### src/rtl/alu_arb_pkg.sv
// -----------------------------------------------------------------------------
// alu_arb_pkg
//   Shared definitions for the two-requester ALU arbiter:
//     - default datapath / instruction / PC widths
//     - 5-bit opcode encodings (opcode lives in insn[INSN:INSN-4])
//     - requester id type
//     - is_carry_op(): opcodes whose carry-out is architecturally visible
// -----------------------------------------------------------------------------
package alu_arb_pkg;

    localparam int WORD_SIZE_DEF = 256;
    localparam int INSN_DEF      = 19;
    localparam int IADDR_DEF     = 10;
    localparam int OPC_W         = 5;

    // Requester 0 or 1.
    typedef logic req_id_t;

    typedef enum logic [OPC_W-1:0] {
        OP_AND  = 5'b00000,
        OP_OR   = 5'b00001,
        OP_XOR  = 5'b00010,
        OP_NOT  = 5'b00011,
        OP_MOV  = 5'b00100,
        OP_ADD  = 5'b00101,  // r1 + r2 + cin
        OP_SUB  = 5'b00110,  // r1 + ~r2 + cin (subtract with carry-as-not-borrow)
        OP_ADDI = 5'b00111,  // r1 + sext(imm) + cin
        OP_PC   = 5'b01000,  // zero-extended pc
        OP_TCS  = 5'b10100,  // ~r1 + cin (negate when cin=1)
        OP_TCDH = 5'b10101   // r1 + r1 + cin (shift left through carry)
    } opcode_e;

    function automatic logic is_carry_op(input logic [OPC_W-1:0] opc);
        return (opc == OP_ADD)  || (opc == OP_SUB) || (opc == OP_ADDI) ||
               (opc == OP_TCS)  || (opc == OP_TCDH);
    endfunction

endpackage

### src/rtl/alu_arb_if.sv
// -----------------------------------------------------------------------------
// alu_arb_if
//   Request/response bundle between the two requesters + consumer (master)
//   and the shared-ALU arbiter (slave).
//     req_valid/req_ready[1:0]   per-requester handshake
//     reqN_insn/pc/r1/r2         per-requester instruction and operands
//     req_cin_clr[1:0]           per-requester carry-in force-to-zero
//     rsp_valid/rsp_ready        response handshake
//     rsp_id/result/carry        response payload
// -----------------------------------------------------------------------------
interface alu_arb_if
    import alu_arb_pkg::*;
#(
    parameter int WORD_SIZE = WORD_SIZE_DEF,
    parameter int INSN      = INSN_DEF,
    parameter int IADDR     = IADDR_DEF
);
    logic [1:0]           req_valid;
    logic [1:0]           req_ready;
    logic [INSN:0]        req0_insn;
    logic [INSN:0]        req1_insn;
    logic [IADDR:0]       req0_pc;
    logic [IADDR:0]       req1_pc;
    logic [WORD_SIZE-1:0] req0_r1;
    logic [WORD_SIZE-1:0] req0_r2;
    logic [WORD_SIZE-1:0] req1_r1;
    logic [WORD_SIZE-1:0] req1_r2;
    logic [1:0]           req_cin_clr;
    logic                 rsp_valid;
    logic                 rsp_ready;
    req_id_t              rsp_id;
    logic [WORD_SIZE-1:0] rsp_result;
    logic                 rsp_carry;

    modport master (
        output req_valid, req0_insn, req1_insn, req0_pc, req1_pc,
               req0_r1, req0_r2, req1_r1, req1_r2, req_cin_clr, rsp_ready,
        input  req_ready, rsp_valid, rsp_id, rsp_result, rsp_carry
    );

    modport slave (
        input  req_valid, req0_insn, req1_insn, req0_pc, req1_pc,
               req0_r1, req0_r2, req1_r1, req1_r2, req_cin_clr, rsp_ready,
        output req_ready, rsp_valid, rsp_id, rsp_result, rsp_carry
    );
endinterface

### src/rtl/alu_arb_lc4_alu.sv
// -----------------------------------------------------------------------------
// lc4_alu
//   Purely combinational ALU shared by both requesters.
//   Ports:
//     insn      instruction; opcode = insn[INSN:INSN-4], imm = insn[INSN-5:0]
//     pc        program counter (OP_PC result)
//     r1, r2    operands
//     cin       carry input for the carry opcodes
//     result    ALU result
//     carry_out carry-out of the adder for carry opcodes, 0 otherwise
// -----------------------------------------------------------------------------
module lc4_alu
    import alu_arb_pkg::*;
#(
    parameter int WORD_SIZE = WORD_SIZE_DEF,
    parameter int INSN      = INSN_DEF,
    parameter int IADDR     = IADDR_DEF
) (
    input  logic [INSN:0]        insn,
    input  logic [IADDR:0]       pc,
    input  logic [WORD_SIZE-1:0] r1,
    input  logic [WORD_SIZE-1:0] r2,
    input  logic                 cin,
    output logic [WORD_SIZE-1:0] result,
    output logic                 carry_out
);
    localparam int IMM_W = INSN + 1 - OPC_W;

    opcode_e              opc;
    logic [WORD_SIZE-1:0] imm_sext;
    logic [WORD_SIZE-1:0] add_a;
    logic [WORD_SIZE-1:0] add_b;
    logic [WORD_SIZE:0]   sum;

    assign opc      = opcode_e'(insn[INSN -: OPC_W]);
    assign imm_sext = {{(WORD_SIZE-IMM_W){insn[IMM_W-1]}}, insn[IMM_W-1:0]};

    // All carry opcodes are folded onto one adder by choosing its operands.
    always_comb begin
        add_a = r1;
        add_b = r2;
        case (opc)
            OP_SUB:  add_b = ~r2;
            OP_ADDI: add_b = imm_sext;
            OP_TCS: begin
                add_a = '0;
                add_b = ~r1;
            end
            OP_TCDH: add_b = r1;
            default: ;
        endcase
    end

    assign sum = {1'b0, add_a} + {1'b0, add_b} + {{WORD_SIZE{1'b0}}, cin};

    always_comb begin
        result    = '0;
        carry_out = 1'b0;
        case (opc)
            OP_AND:  result = r1 & r2;
            OP_OR:   result = r1 | r2;
            OP_XOR:  result = r1 ^ r2;
            OP_NOT:  result = ~r1;
            OP_MOV:  result = r2;
            OP_PC:   result = {{(WORD_SIZE-IADDR-1){1'b0}}, pc};
            OP_ADD, OP_SUB, OP_ADDI, OP_TCS, OP_TCDH: begin
                result    = sum[WORD_SIZE-1:0];
                carry_out = sum[WORD_SIZE];
            end
            default: ;
        endcase
    end

endmodule

### src/rtl/alu_arb.sv
// -----------------------------------------------------------------------------
// alu_arb
//   Shares one lc4_alu between two requesters. Round-robin arbitration when
//   both are valid, one grant per cycle, a single response register
//   (latency 1, full throughput when the consumer drains every cycle).
//   Ports:
//     clk     rising-edge clock
//     rst_n   asynchronous active-low reset
//     bus     alu_arb_if.slave: request handshakes + payloads, response
//   Build option:
//     ALU_ARB_CARRY_EN  defined   -> per-requester carry flags feed the ALU
//                                    carry input (req_cin_clr forces it to 0)
//                       undefined -> ALU carry input tied 0, no carry flags
// -----------------------------------------------------------------------------
module alu_arb
    import alu_arb_pkg::*;
#(
    parameter int WORD_SIZE = WORD_SIZE_DEF,
    parameter int INSN      = INSN_DEF,
    parameter int IADDR     = IADDR_DEF
) (
    input  logic     clk,
    input  logic     rst_n,
    alu_arb_if.slave bus
);

    // ---------------- state ----------------
    req_id_t              ptr_q, ptr_d;        // round-robin favourite
    logic                 rdy_en_q, rdy_en_d;  // low until first edge after reset
    logic                 rsp_valid_q, rsp_valid_d;
    req_id_t              rsp_id_q, rsp_id_d;
    logic [WORD_SIZE-1:0] rsp_result_q, rsp_result_d;
    logic                 rsp_carry_q, rsp_carry_d;

    // ---------------- arbitration ----------------
    logic [1:0]           grant;
    logic                 slot_free;
    logic                 xfer;
    req_id_t              gid;

    always_comb begin
        grant = 2'b00;
        case (bus.req_valid)
            2'b01:   grant = 2'b01;
            2'b10:   grant = 2'b10;
            2'b11:   grant = ptr_q ? 2'b10 : 2'b01;
            default: grant = 2'b00;
        endcase
    end

    // rdy_en_q is cleared asynchronously, so req_ready drops the moment reset
    // asserts and stays low through the first edge after release.
    assign slot_free     = !rsp_valid_q || bus.rsp_ready;
    assign bus.req_ready = (rdy_en_q && slot_free) ? grant : 2'b00;
    assign xfer          = |bus.req_ready;
    assign gid           = grant[1];

    // ---------------- operand mux + ALU ----------------
    logic [INSN:0]        sel_insn;
    logic [IADDR:0]       sel_pc;
    logic [WORD_SIZE-1:0] sel_r1;
    logic [WORD_SIZE-1:0] sel_r2;
    logic                 alu_cin;
    logic [WORD_SIZE-1:0] alu_result;
    logic                 alu_cout;
    logic                 carry_op;

    assign sel_insn = gid ? bus.req1_insn : bus.req0_insn;
    assign sel_pc   = gid ? bus.req1_pc   : bus.req0_pc;
    assign sel_r1   = gid ? bus.req1_r1   : bus.req0_r1;
    assign sel_r2   = gid ? bus.req1_r2   : bus.req0_r2;
    assign carry_op = is_carry_op(sel_insn[INSN -: OPC_W]);

    lc4_alu #(
        .WORD_SIZE (WORD_SIZE),
        .INSN      (INSN),
        .IADDR     (IADDR)
    ) u_alu (
        .insn      (sel_insn),
        .pc        (sel_pc),
        .r1        (sel_r1),
        .r2        (sel_r2),
        .cin       (alu_cin),
        .result    (alu_result),
        .carry_out (alu_cout)
    );

    // ---------------- carry flags ----------------
`ifdef ALU_ARB_CARRY_EN
    logic [1:0] cf_q, cf_d;

    // Each requester sees only its own flag. A carry opcode always records
    // its carry-out, even when its carry-in was forced to zero.
    always_comb begin
        alu_cin = bus.req_cin_clr[gid] ? 1'b0 : cf_q[gid];
        cf_d    = cf_q;
        if (xfer && carry_op) begin
            cf_d[gid] = alu_cout;
        end
    end

    always_ff @(posedge clk or negedge rst_n) begin
        if (!rst_n) begin
            cf_q <= 2'b00;
        end else begin
            cf_q <= cf_d;
        end
    end
`else
    logic unused_cin_clr;

    assign alu_cin        = 1'b0;
    assign unused_cin_clr = ^bus.req_cin_clr;
`endif

    // ---------------- response register + pointer ----------------
    always_comb begin
        rdy_en_d     = 1'b1;
        ptr_d        = ptr_q;
        rsp_valid_d  = rsp_valid_q;
        rsp_id_d     = rsp_id_q;
        rsp_result_d = rsp_result_q;
        rsp_carry_d  = rsp_carry_q;
        if (xfer) begin
            // Reload covers the drain-and-refill case: valid stays high.
            ptr_d        = ~gid;
            rsp_valid_d  = 1'b1;
            rsp_id_d     = gid;
            rsp_result_d = alu_result;
            rsp_carry_d  = carry_op ? alu_cout : 1'b0;
        end else if (bus.rsp_ready) begin
            rsp_valid_d  = 1'b0;
        end
    end

    always_ff @(posedge clk or negedge rst_n) begin
        if (!rst_n) begin
            rdy_en_q     <= 1'b0;
            ptr_q        <= 1'b0;
            rsp_valid_q  <= 1'b0;
            rsp_id_q     <= 1'b0;
            rsp_result_q <= '0;
            rsp_carry_q  <= 1'b0;
        end else begin
            rdy_en_q     <= rdy_en_d;
            ptr_q        <= ptr_d;
            rsp_valid_q  <= rsp_valid_d;
            rsp_id_q     <= rsp_id_d;
            rsp_result_q <= rsp_result_d;
            rsp_carry_q  <= rsp_carry_d;
        end
    end

    assign bus.rsp_valid  = rsp_valid_q;
    assign bus.rsp_id     = rsp_id_q;
    assign bus.rsp_result = rsp_result_q;
    assign bus.rsp_carry  = rsp_carry_q;

endmodule

### src/flat_wrapper.sv
// flat-port wrapper written by rule: the top's interface ports become plain ports
module alu_arb_flat import alu_arb_pkg::*;
#(
    parameter int WORD_SIZE = WORD_SIZE_DEF,
    parameter int INSN      = INSN_DEF,
    parameter int IADDR     = IADDR_DEF
)
  (clk, rst_n, bus_req_valid, bus_req0_insn, bus_req1_insn, bus_req0_pc, bus_req1_pc, bus_req0_r1, bus_req0_r2, bus_req1_r1, bus_req1_r2, bus_req_cin_clr, bus_rsp_ready, bus_req_ready, bus_rsp_valid, bus_rsp_id, bus_rsp_result, bus_rsp_carry);
  alu_arb_if #(.WORD_SIZE(WORD_SIZE), .INSN(INSN), .IADDR(IADDR)) bus_i ();
  input  logic clk;
  input  logic rst_n;
  input wire logic [$bits(bus_i.req_valid)-1:0] bus_req_valid;
  input wire logic [$bits(bus_i.req0_insn)-1:0] bus_req0_insn;
  input wire logic [$bits(bus_i.req1_insn)-1:0] bus_req1_insn;
  input wire logic [$bits(bus_i.req0_pc)-1:0] bus_req0_pc;
  input wire logic [$bits(bus_i.req1_pc)-1:0] bus_req1_pc;
  input wire logic [$bits(bus_i.req0_r1)-1:0] bus_req0_r1;
  input wire logic [$bits(bus_i.req0_r2)-1:0] bus_req0_r2;
  input wire logic [$bits(bus_i.req1_r1)-1:0] bus_req1_r1;
  input wire logic [$bits(bus_i.req1_r2)-1:0] bus_req1_r2;
  input wire logic [$bits(bus_i.req_cin_clr)-1:0] bus_req_cin_clr;
  input wire logic [$bits(bus_i.rsp_ready)-1:0] bus_rsp_ready;
  output wire logic [$bits(bus_i.req_ready)-1:0] bus_req_ready;
  output wire logic [$bits(bus_i.rsp_valid)-1:0] bus_rsp_valid;
  output wire logic [$bits(bus_i.rsp_id)-1:0] bus_rsp_id;
  output wire logic [$bits(bus_i.rsp_result)-1:0] bus_rsp_result;
  output wire logic [$bits(bus_i.rsp_carry)-1:0] bus_rsp_carry;
  assign bus_i.req_valid = bus_req_valid;
  assign bus_i.req0_insn = bus_req0_insn;
  assign bus_i.req1_insn = bus_req1_insn;
  assign bus_i.req0_pc = bus_req0_pc;
  assign bus_i.req1_pc = bus_req1_pc;
  assign bus_i.req0_r1 = bus_req0_r1;
  assign bus_i.req0_r2 = bus_req0_r2;
  assign bus_i.req1_r1 = bus_req1_r1;
  assign bus_i.req1_r2 = bus_req1_r2;
  assign bus_i.req_cin_clr = bus_req_cin_clr;
  assign bus_i.rsp_ready = bus_rsp_ready;
  assign bus_req_ready = bus_i.req_ready;
  assign bus_rsp_valid = bus_i.rsp_valid;
  assign bus_rsp_id = bus_i.rsp_id;
  assign bus_rsp_result = bus_i.rsp_result;
  assign bus_rsp_carry = bus_i.rsp_carry;
  alu_arb #(.WORD_SIZE(WORD_SIZE), .INSN(INSN), .IADDR(IADDR)) u_core (.clk(clk), .rst_n(rst_n), .bus(bus_i));
endmodule
### config.mk
export PLATFORM = sky130hd
export DESIGN_NAME = alu_arb_flat
export DESIGN_NICKNAME = d
export VERILOG_FILES = /design/src/rtl/alu_arb_pkg.sv /design/src/rtl/alu_arb_if.sv /design/src/rtl/alu_arb_lc4_alu.sv /design/src/rtl/alu_arb.sv /design/src/flat_wrapper.sv
export SDC_FILE = /design/constraint.sdc
export NUM_CORES = 2
export LEC_CHECK = 0
export BUFFER_PORTS_ARGS = -buffer_cell sky130_fd_sc_hd__buf_2
export CORE_AREA = 3 3 522 524
export CTS_BUF_LIST = sky130_fd_sc_hd__clkbuf_16
export DETAILED_ROUTE_END_ITERATION = 8
export DIE_AREA = 0 0 525 527
export PLACE_DENSITY = 0.52
export SLEW_MARGIN = 30
export SYNTH_ARGS = -nofsm -noshare
export SYNTH_HDL_FRONTEND = slang
export SYNTH_SLANG_ARGS = --single-unit
### constraint.sdc
create_clock -name clk -period 9.66 [get_ports clk]
set_input_delay 1.932 -clock clk [delete_from_list [all_inputs] [get_ports clk]]
set_output_delay 1.932 -clock clk [all_outputs]
set_load 0.05 [all_outputs]
### Word-level counts from Yosys, hierarchy flattened

Index checks and enable logic that the tools add are counted.

| storage, ports and cells | value |
|---|---|
| bits in registers | 261 |
| input port bits | 1093 |
| word-level logic and storage cells | 51 |

| operators by class | value |
|---|---|
| $add $sub $neg | 1 |
| equal/unequal tests | 13 |
| mux-type cells | 14 |
| bitwise gates (word level) | 6 |
| reduce and logical (&&, ||, !) cells | 11 |

Operator list:

| kind | number |
|---|---|
| $pmux W256 S7 | 1 |
| $pmux W256 S4 | 1 |
| $mux W256 | 3 |
| $not A256 Y256 | 2 |
| $add A256 B256 Y257 | 1 |
| $and A256 B256 Y256 | 1 |
| $or A256 B256 Y256 | 1 |
| $xor A256 B256 Y256 | 1 |
| $eq A5 B3 Y1 const B | 4 |
| $mux W20 | 1 |
| $mux W11 | 1 |
| $eq A5 B2 Y1 const B | 2 |
| $eq A5 B5 Y1 const B | 2 |
| $pmux W2 S3 | 1 |
| $eq A5 B1 Y1 const B | 1 |
| $eq A5 B4 Y1 const B | 1 |
| $logic_not A5 Y1 | 1 |
| $logic_or A1 B1 Y1 | 5 |
| $reduce_or A5 Y1 | 1 |
| $eq A2 B2 Y1 const B | 2 |
| $mux W1 | 4 |
| $mux W2 | 2 |
| $eq A2 B1 Y1 const B | 1 |
| $reduce_bool A2 Y1 | 1 |
| other kinds (4) | 4 |

### Depth between registers and ports, before layout

| depth | value |
|---|---|
| depth after elaboration | 9 |
| gate-level depth with buffers | 32 |
| gate-level depth less buffers | 28 |

### By module

From an unflattened synthesis, not the netlist that was laid out.

| unflattened totals | value |
|---|---|
| cells, all modules | 8161 |
| area, all modules | 59429.5 sq um |

Modules (own cells, without submodules):

| module | instances | cells each | area each (sq um) |
|---|---|---|---|
| lc4_alu | 1 | 6987 | 42931.2 |
| alu_arb | 1 | 1174 | 16498.3 |

### Worst setup path after synthesis

No wires, ideal clock.

| path | value |
|---|---|
| path kind | input -> register |
| from | in bus_req_valid[0] |
| to | reg u_core.rsp_result_q[247], in the netlist u_core.bus.rsp_result[247] |
| setup time | 76 ps |
| arrival | 7857 ps |
| required time | 9584 ps |
| slack | 1726 ps |
| stages on the path | 28 |
| cells stage by stage | inv_1 o21ai_0 clkbuf_1 clkbuf_1 buf_1 clkbuf_1 buf_1 mux2i_1 o22ai_1 a22oi_1 o21ai_0 ha_1 a21oi_1 o21a_1 o41ai_2 a21oi_2 a21oi_4 o2111ai_1 a31oi_1 nor2_2 o21a_4 o211a_4 o31ai_4 a21oi_2 o41ai_4 a311oi_1 xor2_1 o21ai_1 |

| on the way | value |
|---|---|
| word-level cells in the longest chain between the ends | 7 |

Ends and longest elaborated chain:

| element | RTL line | text |
|---|---|---|
| from (decl) | flat_wrapper.sv:12 | `input wire logic [$bits(bus_i.req_valid)-1:0] bus_req_valid;` |
| $eq A2 B2 Y1 or $eq A2 B1 Y1 (tied branches) | alu_arb.sv:43 | `case (bus.req_valid)` |
| $pmux W2 S3 (*) | alu_arb.sv:43 |  |
| $mux W20, or another cell as far along | alu_arb.sv:68 | `assign sel_insn = gid ? bus.req1_insn : bus.req0_insn;` |
| $eq A5 B5 Y1, or another cell as far along | alu_arb_lc4_alu.sv:42, alu_arb_lc4_alu.sv:59 |  |
| $pmux W256 S4 or $mux W256 (tied branches) | alu_arb_lc4_alu.sv:42 | `case (opc)` |
| $add A256 B256 Y257 | alu_arb_lc4_alu.sv:54 | `assign sum = {1'b0, add_a} + {1'b0, add_b} + {{WORD_SIZE{1'b0}}, cin};` |
| $pmux W256 S7 | alu_arb_lc4_alu.sv:59 | `case (opc)` |
| to (signal assigned) | alu_arb.sv:149 | `rsp_result_q <= rsp_result_d;` |
| to (decl) | alu_arb.sv:32 | `logic [WORD_SIZE-1:0] rsp_result_q, rsp_result_d;` |

Every way passes the cells marked *; elsewhere a longest branch is shown, timed or not.
A chain may end at the register's enable or synchronous reset.

### Final worst setup path

| path | value |
|---|---|
| from | in bus_req_valid[0] |
| to | reg u_core.rsp_result_q[246], in the netlist u_core.bus.rsp_result[246] |

The elaborated chain is that of the path after synthesis.

==> key figures <==
Pwr
  – Overall Power: 0.0138 W
  – Leak: 36.2 nW
  – P per Cell Area: 183 nW/µm²
  – Worst IR Drop VDD: 0.154 mV

Floorplanning
  – Die Y-Extent: 527 µm
  – Starting density of the core: 0.224
  – Core ar.: 268000 µm²
  – Die width: 525 µm
  – I/O Pins: 1354
  – Row count: 190
  – Die area: 277000 µm²

Finish
  – Fillers: 30000
  – Area grow syn2layout: 26.0%
  – Nets: 11700
  – Multi-input logic area: 48600 µm²
  – Final instance area: 75400 µm²
  – Fin util: 0.282
  – FF+latch area: 6530 µm²
  – Share of post-route cells with drive strength above 1: 0.216
  – Most frequent cells in the layout: buf_2 (1350), a21oi_1 (968), o21ai_0 (887), ha_1 (768), nand2_1 (713)
  – Most common cell after layout, fill and taps aside: buf_2

STA
  – Max Clk Rate: 107 MHz
  – Tcrit/Tclk final: 0.965
  – Clock Skews: 0.0302 ns
  – Worst Max-Slew Pin Slew: 1.23 ns
  – Hold Vio Cnt, Final: 0
  – Tmin final: 9.32 ns
  – Slew headroom: 0.182
  – Setup TNS: 0 ns
  – RSZ-0062 raised after global routing: false
  – Max Slew Vio Count: 0
  – # setup viols final: 0

Global routing
  – Vias in the first global route: 69400
  – Initial antenna violation count: 128
  – Total congestion overflow: 0
  – Largest net degree at the start of global routing: 153
  – Global-route wire length before repair: 535000 µm
  – Total GRT Usage: 0.264

Outcome
  – Status: complete, no violations

Clocking
  – Resized Gates After CTS: 0
  – Clock root cell: clkbuf_16
  – CTS sink count: 261
  – Worst-case clock buffer depth: 3
  – CTS tree: built
  – Clock Latency Late Sink: 0.68 ns
  – Num CTS Buffers: 45
  – H-tree depth: 2
  – Clock slew at reported path FFs: 0.07 ns
  – Post-CTS setup buffers: 0
  – Post-CTS Hold Buffers: 0

Place
  – Final GP Congestion: 1.02
  – Post-DP HPWL: 315000 µm
  – Post-DP Area: 73700 µm²
  – Port Buffer Count: 1351

Setup path
  – Crit path buffers/inverters: 9
  – Startpoint Class: input port
  – Crit path kind: input port to flop
  – Most frequent CP cell: buf_4
  – WP data required: 10.20 ns
  – CP max FO: 67
  – CP top delay family: compound AO/OA/AOI/OAI gates
  – Reg-to-reg slack, setup: 1.31 ns
  – Slowest cell on crit path: or3_1
  – CP max stage delay: 0.48 ns
  – Critical path capture point type: flop
  – CP arrival: 9.86 ns

Synth
  – #FFs+latches synth: 261
  – Mapped Area: 59900 µm²
  – Netlist cell types: 102
  – Synthesis warning total: 0
  – Post-synthesis sequential area ratio: 0.109
  – Cells after Synth: 8487
  – Post-synth EDFFs: 0
  – Avg Inst Size Synth: 7.06 µm²
  – Post-synth ARST share: 1.00
  – Ys flop type: dfrtp_1
  – Post-synth net total: 10300

Routing
  – WL final: 387000 µm
  – Via/cell ratio: 5.53
  – Final ANT Viol Nets: 0
  – DR iter-0 viols: 7808
  – Via count: 74400
  – DRC: 0
  – WL/cell: 28.8 µm
  – DRT Pass-1 Iters: 6

Flow run
  – Max Cap Viol: 0

Min path
  – Min-Delay Path Class: flop to flop
==> worst register-to-register path, delay by kind of cell, from the launching register on <==
family | cells | cell delay (ns)
xor gates and xnor gates | 1 | 0.18
buffers and inverters | 7 | 1.60
AOI/OAI and AO/OA | 12 | 3.25
DFF | 1 | 0.46
muxes | 1 | 0.40
and+or+nand+nor | 7 | 1.88
adders and majority gates | 1 | 0.45
==> state kept, by name, summed over array words and instances (netlist names) <==
name,flops
u_core.ptr_q,1
u_core.bus.rsp_carry,1
u_core.rdy_en_q,1
u_core.bus.rsp_result,256
u_core.bus.rsp_id,1
u_core.bus.rsp_valid,1
==> where the power goes <==
part	total (W)	internal [W]	switching [W]
logic	0.0106	0.00358	0.00703
clock network	0.00183	0.00103	0.000803
registers	0.00137	0.00126	0.000111
==> metrics by stage <==
stage,setup WS [ns],hold slack (ns),instances
floorplan,1.73,0.489,8487
global placement,-0.234,0.459,13300
detailed placement,-0.426,0.464,13300
CTS,0.264,0.477,13400
global route,0.0292,0.496,13400
finish,0.340,0.472,13500
==> layer usage <==
| metal | up-vias | GRT usage | share of wire |
|---|---|---|---|
| met5 | - | 0 | 0.00075 |
| met4 | 46 | 0.0939 | 0.036 |
| met3 | 440 | 0.0747 | 0.10 |
| met2 | 3425 | 0.398 | 0.43 |
| met1 | 36200 | 0.356 | 0.44 |
| li1 | 34300 | - | - |
==> worst paths after layout <==
| path | startpoint | endpoint | cells after the start |
|---|---|---|---|
| max in group asynchronous | rst_n | u_core.bus.rsp_result[230] | 3 |
| worst min register to register | u_core.bus.rsp_result[3] | u_core.bus.rsp_result[3] | 2 |
| worst min-delay path | u_core.bus.rsp_result[3] | u_core.bus.rsp_result[3] | 2 |
| min in group asynchronous | rst_n | u_core.bus.rsp_result[3] | 1 |
| worst max-delay path | bus_req_valid[0] | u_core.bus.rsp_result[246] | 31 |
| worst max register to register | u_core.ptr_q | u_core.bus.rsp_result[246] | 29 |
==> cell families after synthesis <==
family | after synthesis | synth area share
compound gates | 3515 | 0.374
xor+xnor | 249 | 0.0364
fa+ha+maj | 769 | 0.161
buf+inv | 1296 | 0.0824
flops | 261 | 0.109
mux | 666 | 0.111
other cells | 1 | 0.0000626
simple gates | 1730 | 0.125
==> synthesized netlist by cell type, types with 177 or more instances <==
library cell | instances | area [µm²]
a21oi_1 | 970 | 4850
a221o_1 | 244 | 2440
a22oi_1 | 177 | 1330
clkbuf_1 | 563 | 2110
dfrtp_1 | 261 | 6530
ha_1 | 768 | 9610
inv_1 | 605 | 2270
mux2i_1 | 666 | 6670
nand2_1 | 716 | 2690
nor2_1 | 575 | 2160
o21ai_0 | 889 | 4450
o22ai_1 | 406 | 2540
==> area by class of cell <==
cell class,instances,share of cell area
clock inverter,36,0.00483
clock buffer,46,0.0153
tap,3552,0.0589
multi-input combinational,6930,0.644
antenna,75,0.00249
inverter,606,0.0302
sequential,261,0.0866
timing repair buffer,1953,0.158
Note: power is estimated with default switching activity, not from simulation.
